`src/rtl/sram_like_arbiter.sv`:
```
`default_nettype none
// ============================================================================
// Module      : sram_like_arbiter
// Description : Shares one SRAM-like port between the IF and MEM requesters.
//               The address phase is arbitrated with a combinational grant
//               that is held across stalled cycles. In-order responses are
//               routed back through a requester-ID FIFO.
//               Optional macro ARB_ROUND_ROBIN_EN selects round-robin
//               arbitration instead of the default fixed priority, where
//               data wins over inst.
// Revision    : 1.0 - initial release
// ============================================================================
module sram_like_arbiter #(
    parameter int OUTSTANDING = 4,
    parameter int OUT_PTR_W   = 2
) (
    input  logic        clk,
    input  logic        reset,
    // IF requester
    input  logic        inst_req,
    input  logic        inst_wr,
    input  logic [1:0]  inst_size,
    input  logic [3:0]  inst_wstrb,
    input  logic [31:0] inst_addr,
    input  logic [31:0] inst_wdata,
    output logic        inst_addr_ok,
    output logic        inst_data_ok,
    output logic [31:0] inst_rdata,
    // MEM requester
    input  logic        data_req,
    input  logic        data_wr,
    input  logic [1:0]  data_size,
    input  logic [3:0]  data_wstrb,
    input  logic [31:0] data_addr,
    input  logic [31:0] data_wdata,
    output logic        data_addr_ok,
    output logic        data_data_ok,
    output logic [31:0] data_rdata,
    // shared slave port
    output logic        sram_req,
    output logic        sram_wr,
    output logic [1:0]  sram_size,
    output logic [3:0]  sram_wstrb,
    output logic [31:0] sram_addr,
    output logic [31:0] sram_wdata,
    input  logic        sram_addr_ok,
    input  logic        sram_data_ok,
    input  logic [31:0] sram_rdata
);

    localparam logic [1:0] c_st_idle       = 2'd0;
    localparam logic [1:0] c_st_grant_inst = 2'd1;
    localparam logic [1:0] c_st_grant_data = 2'd2;

    localparam logic [OUT_PTR_W:0] c_depth = (OUT_PTR_W + 1)'(OUTSTANDING);

    logic [1:0]             r_state;
    logic [1:0]             w_state_nxt;

    // requester-ID FIFO: one bit per slot, 0 = inst, 1 = data
    logic [OUTSTANDING-1:0] r_id;
    logic [OUT_PTR_W-1:0]   r_wr_ptr;
    logic [OUT_PTR_W-1:0]   r_rd_ptr;
    logic [OUT_PTR_W:0]     r_count;

    logic                   w_full;
    logic                   w_pick_data;
    logic                   w_sel_valid;
    logic                   w_sel_data;
    logic                   w_sel_req;
    logic                   w_sram_req;
    logic                   w_hs;
    logic                   w_pop;
    logic                   w_head;

    assign w_full = (r_count == c_depth);

`ifdef ARB_ROUND_ROBIN_EN
    // points at the requester that wins when both ask (0 = inst, 1 = data)
    logic r_rr_data;

    // after each accepted address, favour the requester that was not served
    always_ff @(posedge clk or posedge reset) begin
        if (reset) begin
            r_rr_data <= 1'b0;
        end else if (w_hs) begin
            r_rr_data <= ~w_sel_data;
        end
    end

    assign w_pick_data = data_req && (!inst_req || r_rr_data);
`else
    assign w_pick_data = data_req;
`endif

    // state register
    always_ff @(posedge clk or posedge reset) begin
        if (reset) begin
            r_state <= c_st_idle;
        end else begin
            r_state <= w_state_nxt;
        end
    end

    // owner of the port this cycle: the held grant, or the fresh winner in idle
    always_comb begin
        w_sel_valid = 1'b0;
        w_sel_data  = 1'b0;
        case (r_state)
            c_st_grant_inst: begin
                w_sel_valid = 1'b1;
                w_sel_data  = 1'b0;
            end
            c_st_grant_data: begin
                w_sel_valid = 1'b1;
                w_sel_data  = 1'b1;
            end
            default: begin
                w_sel_valid = inst_req || data_req;
                w_sel_data  = w_pick_data;
            end
        endcase
    end

    assign w_sel_req  = w_sel_data ? data_req : inst_req;
    // reset is folded in so the port goes quiet the moment reset rises
    assign w_sram_req = w_sel_valid && w_sel_req && !w_full && !reset;
    assign w_hs       = w_sram_req && sram_addr_ok;

    // next state: hold the grant only across a stalled address phase
    always_comb begin
        w_state_nxt = r_state;
        case (r_state)
            c_st_idle: begin
                if (w_sram_req && !sram_addr_ok) begin
                    w_state_nxt = w_sel_data ? c_st_grant_data : c_st_grant_inst;
                end
            end
            c_st_grant_inst: begin
                if (!inst_req || w_hs) begin
                    w_state_nxt = c_st_idle;
                end
            end
            c_st_grant_data: begin
                if (!data_req || w_hs) begin
                    w_state_nxt = c_st_idle;
                end
            end
            default: w_state_nxt = c_st_idle;
        endcase
    end

    assign w_pop  = sram_data_ok && (r_count != '0);
    assign w_head = r_id[r_rd_ptr];

    // outputs: route the owner onto the port and the response to the FIFO head
    always_comb begin
        sram_req     = w_sram_req;
        sram_wr      = w_sel_data ? data_wr    : inst_wr;
        sram_size    = w_sel_data ? data_size  : inst_size;
        sram_wstrb   = w_sel_data ? data_wstrb : inst_wstrb;
        sram_addr    = w_sel_data ? data_addr  : inst_addr;
        sram_wdata   = w_sel_data ? data_wdata : inst_wdata;
        inst_addr_ok = w_hs && !w_sel_data;
        data_addr_ok = w_hs &&  w_sel_data;
        inst_data_ok = w_pop && !w_head;
        data_data_ok = w_pop &&  w_head;
        inst_rdata   = sram_rdata;
        data_rdata   = sram_rdata;
    end

    // ID FIFO: push on every address handshake, pop on every matched response
    always_ff @(posedge clk or posedge reset) begin
        if (reset) begin
            r_id     <= '0;
            r_wr_ptr <= '0;
            r_rd_ptr <= '0;
            r_count  <= '0;
        end else begin
            if (w_hs) begin
                r_id[r_wr_ptr] <= w_sel_data;
                r_wr_ptr       <= r_wr_ptr + OUT_PTR_W'(1);
            end
            if (w_pop) begin
                r_rd_ptr <= r_rd_ptr + OUT_PTR_W'(1);
            end
            case ({w_hs, w_pop})
                2'b10:   r_count <= r_count + (OUT_PTR_W + 1)'(1);
                2'b01:   r_count <= r_count - (OUT_PTR_W + 1)'(1);
                default: r_count <= r_count;
            endcase
        end
    end

endmodule
`default_nettype wire

```
`config.mk`:
```
export PLATFORM = sky130hd
export DESIGN_NAME = sram_like_arbiter
export DESIGN_NICKNAME = d
export VERILOG_FILES = /design/src/rtl/sram_like_arbiter.sv
export SDC_FILE = /design/constraint.sdc
export NUM_CORES = 1
export LEC_CHECK = 0
export CAP_MARGIN = 40
export CORE_AREA = 2 2 123 125
export DETAILED_ROUTE_END_ITERATION = 12
export DIE_AREA = 0 0 125 127
export PLACE_DENSITY = 0.68
export SLEW_MARGIN = 15
export SYNTH_ARGS = -nofsm -noshare
export SYNTH_HDL_FRONTEND = slang
export SYNTH_SLANG_ARGS = --single-unit
export TNS_END_PERCENT = 100
```
`constraint.sdc`:
```
create_clock -name clk -period 2.5 [get_ports clk]
set_input_delay 0.375 -clock clk [delete_from_list [all_inputs] [get_ports clk]]
set_output_delay 0.375 -clock clk [all_outputs]
set_load 0.05 [all_outputs]
```
==> qor.txt, run 1 <==
via/cell ratio - 3.91
clk_skew - 4.46 ps
Synth area leader - nand2_1
vias in the first global route - 2884
final hold viol count - 0
initial antenna violation count - 0
clock net sink count - 13
I/O Buffers - 223
EDFF count, synth - 0
Hold Path Class - register to register
row count - 44
drt pass-1 iters - 5
Top FF cell, synth - dfrtp_1
CTS tree - built
crit path max fanout - 4
Gate Count Post-Synth - 373
register bit count reported by yosys - 13
unrepaired setup endpoints after global routing - true
syn nets - 562
Worst slew margin - 65.1%
Detail Placement HPWL - 7580 um
RePlAce Congestion - 0.729
PwrDens - 1610 nW/um2
hold-fix buffer count after cts - 0
WP data arrival - 2060 ps
boundary pin count - 320
Chip Height - 127 um
Seq/Total Area, Yosys - 14.8%
CP Launch Type - register
crit share post-route - 97.5%
Cell Area, Synth - 2190 um2
Total Wirelength - 9840 um
Fillers - 1490
worst setup margin - 61.5 ps
Cell Area, Placed - 4990 um2
DIE WIDTH - 125 um
mean post-synth cell area - 5.88 um2
GRT met2 Usage - 19.7%
GRT Residual Overflow - 0
area share of the largest cell type after synthesis - 36.8%
CTS Buffer Depth - 2
fraction of layout cells with a size suffix above 1 - 21.3%
crit end category - primary output
Tightest Pin Transition - 522 ps
M3 GR Usage - 5.36%
top post-synthesis cells by area - nand2_1 37%, buf_4 22%, dfrtp_1 15%
post-route cell area - 5250 um2
final setup fails - 0
Worst EP required - 2120 ps
status - finished, final reports clean
Max rail drop VDD - 724 uV
Cell variety after synth - 33
GR Util met1 - 11.5%
die area - 15900 um2
CTS clk-pin slew, worst paths - 50 ps
Post-Place Worst Slack - -9.11 ps
wire per inst - 13.6 um
area occupied by registers - 325 um2
clock root buffer - clkbuf_16
via count - 2825
worst hold slack - 493 ps
Final Core Density - 36.4%
GRT Max-Usage Layer - met2
CTS H-tree depth - 1
Iter 0 DRT Violations - 93
multi-input logic area - 1320 um2
CTS Buf Count - 3
leakage - 0.00248 uW
Post-synth ARST share - 100%
max-slew violation count - 0
Synth Warn # - 0
placed instance count - 711
largest net degree at the start of global routing - 49
WS Path Type - register to primary output
Finished Layout Cells - 723
Layout area overhead - 140%
minimum clock period - 2440 ps
global-route wire length before repair - 14400 um
clk_lat worst skew - 240 ps
MaxCap Viol Count - 0
# DRC - 0
GRT Resource Usage Total - 10.9%
Layout Nets - 729
Initial Util - 15.2%
Ant. Diodes - 0
Core ar. - 14400 um2
remaining antenna violation count after routing - 0
Fmax - 410 MHz
-- cell type report --
| cell class | count | share of cell area, % |
|---|---|---|
| clock inverter | 1 | 0.0953 |
| sequential | 13 | 6.19 |
| tap | 184 | 4.38 |
| inverter | 12 | 0.857 |
| multi-input combinational | 266 | 25.1 |
| clock buffer | 3 | 1.43 |
| timing repair buffer | 244 | 61.9 |
-- cells by family after synthesis --
| logic type | Yosys count | synth area share (%) |
|---|---|---|
| fa+ha+maj | 9 | 5.48 |
| xor+xnor | 6 | 2.40 |
| simple gates | 226 | 39.3 |
| compound gates | 21 | 7.87 |
| buf+inv | 94 | 27.4 |
| flops | 13 | 14.8 |
| mux | 4 | 2.68 |
-- what timing repair did --
action                                  4_1_cts  5_1_grt
setup buffers                                 2        3
cloned                                        0        3
resized for setup                             6        8
pin swaps                                     2        5
endpoints found under the setup margin       23       72
-- sequential cells by signal (all words and copies together), names as in the netlist --
signal	cells
r_count	3
r_rd_ptr	2
r_id	4
r_wr_ptr	2
r_state	2
-- power breakdown --
group | total (uW) | internal [uW] | switching, uW
registers | 425 | 324 | 101
logic | 7740 | 3530 | 4210
clock network | 301 | 213 | 88.7
-- synth_stat cells, drive strengths merged, types with 2 or more instances --
cell type,number
mux2,2
ha,8
xnor2,4
a41oi,4
o21ai,3
inv,12
buf,68
a31oi,4
clkbuf,14
nor3b,2
o22ai,2
nor2,6
dfrtp,13
nand2,216
xor2,2
-- through the flow --
| step | total power (uW) | TNS, ps |
|---|---|---|
| 2_1_floorplan | 4370 | -227 |
| 3_3_place_gp | 7780 | 0 |
| 3_5_place_dp | 7810 | -9.11 |
| 4_1_cts | 8190 | 0 |
| 5_1_grt | 8930 | -35.4 |
| 6_report | 8470 | 0 |
-- cells in the final DEF, fill, tap and decap left out, types with 2 or more instances in the layout --
cell             count
a31oi_1              4
a41oi_1              4
buf_12              79
buf_4               13
clkbuf_16            6
clkdlybuf4s50_1    147
dfrtp_1             13
ha_1                 6
inv_1               10
inv_2                2
mux2_4               2
nand2_1            214
nand2_2              2
nor2_1               4
nor2_4               2
nor3b_1              2
o21ai_0              3
o22ai_1              2
xnor2_1              4
xor2_1               2
-- worst paths after layout --
check / from / endpoint / slack (ps) / cells after the start
setup / recovery: r_state[1]$_DFFE_PP0P_ / inst_addr_ok / 60 / 8
setup reg to reg: r_state[1]$_DFFE_PP0P_ / r_count[2]$_DFFE_PP0P_ / 150 / 11
hold / removal: r_rd_ptr[1]$_DFFE_PP0P_ / r_rd_ptr[1]$_DFFE_PP0P_ / 490 / 1
hold reg to reg: r_rd_ptr[1]$_DFFE_PP0P_ / r_rd_ptr[1]$_DFFE_PP0P_ / 490 / 1
min in group asynchronous: reset / r_state[0]$_DFFE_PP0P_ / 580 / 2
max in group asynchronous: reset / r_count[0]$_DFFE_PP0P_ / 1570 / 2
-- worst max-delay path: stages, from the launching register on --
cell and delay [ps]:
dfrtp_1 410, inv_2 90, ha_4 200, a21bo_4 220, a2111oi_4 380, nand2_2 110, buf_6 150, nor2_4 100
buf_12 140
-- metal layers --
| layer | vias up | wire length (um) | part of all wire (%) |
|---|---|---|---|
| met4 | 0 | 142 | 1.4 |
| met3 | 24 | 1070 | 11 |
| met5 | - | 0 | 0 |
| met2 | 160 | 5210 | 53 |
| li1 | 1419 | - | - |
| met1 | 1222 | 3410 | 35 |
Note: power is estimated with default switching activity, not from simulation.
==> run 2, diff against run 1 <==
--- a/config.mk
+++ b/config.mk
@@ -6,10 +6,13 @@
 export NUM_CORES = 1
 export LEC_CHECK = 0
 export CAP_MARGIN = 40
-export CORE_AREA = 2 2 123 125
+export CELL_PAD_IN_SITES_DETAIL_PLACEMENT = 1
+export CELL_PAD_IN_SITES_GLOBAL_PLACEMENT = 1
+export CORE_ASPECT_RATIO = 0.75
+export CORE_MARGIN = 2
+export CORE_UTILIZATION = 12
 export DETAILED_ROUTE_END_ITERATION = 12
-export DIE_AREA = 0 0 125 127
-export PLACE_DENSITY = 0.68
+export PLACE_DENSITY = 0.88
 export SLEW_MARGIN = 15
 export SYNTH_ARGS = -nofsm -noshare
 export SYNTH_HDL_FRONTEND = slang
==> qor.txt, run 2 (synthesis results as in run 1) <==
worst setup margin - -0.327 ps (-61.8 ps)
CP startpoint - r_state[1]$_DFFE_PP0P_
CP max stage cell - dfrtp_1
Chip Height - 121 um (-4.7%)
final hold viol count - 0 (unchanged)
largest net degree at the start of global routing - 40 (-18%)
Finished Layout Cells - 782 (+8.2%)
clk_skew - 1.75 ps (-2.72 ps)
fraction of layout cells with a size suffix above 1 - 23.0% (+1.6 points)
Iter 0 DRT Violations - 86 (-7.5%)
delay-heaviest family, CP - compound AO/OA/AOI/OAI gates
max-slew violation count - 0 (unchanged)
Layout area overhead - 144%
Internal Dissipation - 4090 uW (+0.61%)
Max rail drop VDD - 699 uV (-3.5%)
Hold Path Class - register to register
crit path cell chain - inv_2 -> ha_4 -> a21bo_4 -> a2111oi_4 -> nand2_2 -> buf_6 -> nor2_4 -> buf_12
crit path max fanout - 3 (-1)
WS Path Type - register to primary output
Biggest register - r_id
worst reg2reg startpoint - r_state[1]$_DFFE_PP0P_
clock net sink count - 13 (unchanged)
CTS H-tree depth - 1 (unchanged)
I/O Buffers - 223 (unchanged)
vias in the first global route - 3065 (+6.3%)
WP data arrival - 2130 ps (+70 ps)
violated checks - negative setup slack
remaining antenna violation count after routing - 0 (unchanged)
CTS Buffer Depth - 2 (unchanged)
Worst EP required - 2120 ps (about the same)
Core ar. - 17800 um2 (+23%)
row count - 42 (-4.5%)
Fillers - 2111 (+42%)
crit share post-route - 100% (+2.5 points)
final setup fails - 1 (+1)
# DRC - 0 (unchanged)
hold-fix buffer count after cts - 0 (unchanged)
RePlAce Congestion - 0.788 (+8.1%)
CTS Buf Count - 3 (unchanged)
CTS clk-pin slew, worst paths - 40 ps (about the same)
CTS tree - built
Post-Place Worst Slack - -123 ps (-114 ps)
clock power share - 3.5% (about the same)
crit end category - primary output
Tightest Pin Transition - 530 ps (+7.17 ps)
multi-input logic area - 1360 um2 (+2.7%)
Reg2Reg Setup Slack - 80 ps (-70 ps)
minimum clock period - 2500 ps (+61.8 ps)
placed instance count - 769 (+8.2%)
GRT Resource Usage Total - 10.2% (-0.71 points)
biggest regs - r_id (4), r_count (3)
area occupied by registers - 325 um2 (unchanged)
Total Wirelength - 11200 um (+14%)
commonest non-fill, non-tap cell in the layout - nand2_1
Worst slew margin - 64.7% (-0.48 points)
GRT Residual Overflow - 0 (unchanged)
clock root buffer - clkbuf_16
Initial Util - 12.3% (-2.9 points)
Seq pwr share - 5.1% (about the same)
max reg flops - 4 (unchanged)
CP Launch Type - register
Ant. Diodes - 0 (unchanged)
drt pass-1 iters - 4 (-1)
DIE WIDTH - 160 um (+28%)
CP max stage delay - 430 ps (+20 ps)
die area - 19400 um2 (+22%)
most frequent cells in the layout - 209 x nand2_1, 147 x clkdlybuf4s50_1, 78 x buf_12
PwrDens - 1610 nW/um2 (-0.30%)
sw power - 4500 uW (+2.2%)
via count - 2964 (+4.9%)
global-route wire length before repair - 15800 um (+9.9%)
via/cell ratio - 3.79 (-3.0%)
initial antenna violation count - 0 (unchanged)
Fmax - 400 MHz (-2.5%)
MaxCap Viol Count - 0 (unchanged)
status - finished, violations left
worst hold start - r_count[2]$_DFFE_PP0P_
Layout Nets - 730 (+0.14%)
leakage - 0.00248 uW (-0.13%)
wire per inst - 14.4 um (+5.5%)
unrepaired setup endpoints after global routing - true
Detail Placement HPWL - 9020 um (+19%)
clk_lat worst skew - 240 ps (about the same)
sw frac - 52.4% (+0.40 points)
CP bufs+invs - 3 (unchanged)
combinational share of power - 91.5% (about the same)
boundary pin count - 320 (unchanged)
==> run 2: path summary, 6_finish.rpt <==
check                                    endpoint  cells past startpoint
min reg2reg                r_count[2]$_DFFE_PP0P_                      1
max                                  data_addr_ok                      8
max reg2reg                r_count[2]$_DFFE_PP0P_                     11
max in group asynchronous     r_id[1]$_DFFE_PP0P_                      2
min in group asynchronous  r_count[1]$_DFFE_PP0P_                      2
min                        r_count[2]$_DFFE_PP0P_                      1
==> run 2: layer usage <==
layer | global-route usage [%] | part of all wire (%) | vias up
met3 | 4.48 | 11 | 13
li1 | - | - | 1417
met5 | 0 | 0 | -
met2 | 18.9 | 50 | 198
met1 | 10.6 | 37 | 1336
met4 | 2.36 | 1.1 | 0
==> run 2: area by class of cell <==
type	instances	area share (%)
clock buffer	4	1.47
inverter	12	0.842
multi-input combinational	266	25.4
sequential	13	6.08
tap	242	5.66
timing repair buffer	245	60.5
==> run 2: power by group through the flow <==
| stage | logic (uW) | registers, uW | clock network (uW) |
|---|---|---|---|
| 4_1_cts | 7540 | 428 | 308 |
| 3_3_place_gp | 7330 | 420 | 0 |
| 3_5_place_dp | 7480 | 430 | 0 |
| 6_report | 7860 | 434 | 300 |
| 2_1_floorplan | 3980 | 398 | 0 |
| 5_1_grt | 8260 | 451 | 321 |
==> run 2: worst reg2reg max path: stages, from the launching register on <==
cell and delay [ps]:
dfrtp_1 430, inv_2 80, ha_4 250, a21bo_4 220, a2111oi_4 370, nand2_2 130, ha_2 220, inv_1 70
fa_2 190, xor2_1 150, nor2_1 70, xor2_1 140
==> run 2: timing repair <==
action,in CTS,in global routing
cloned,0,2
buffers inserted,1,6
setup endpoints to repair,21,36
pin swaps,1,6
resized for setup,4,23
==> run 2: per-stage QoR <==
stage	power (uW)	setup TNS [ps]	hold slack [ps]	cell area (um2)	utilization [%]
global placement	7750	0	473	5050	28.5
global route	9030	-2170	519	5350	30.1
floorplan	4370	-227	252	2190	-
CTS	8280	0	500	5160	29.0
detailed placement	7910	-178	474	5050	28.5
finish	8590	-0.327	500	5350	30.1
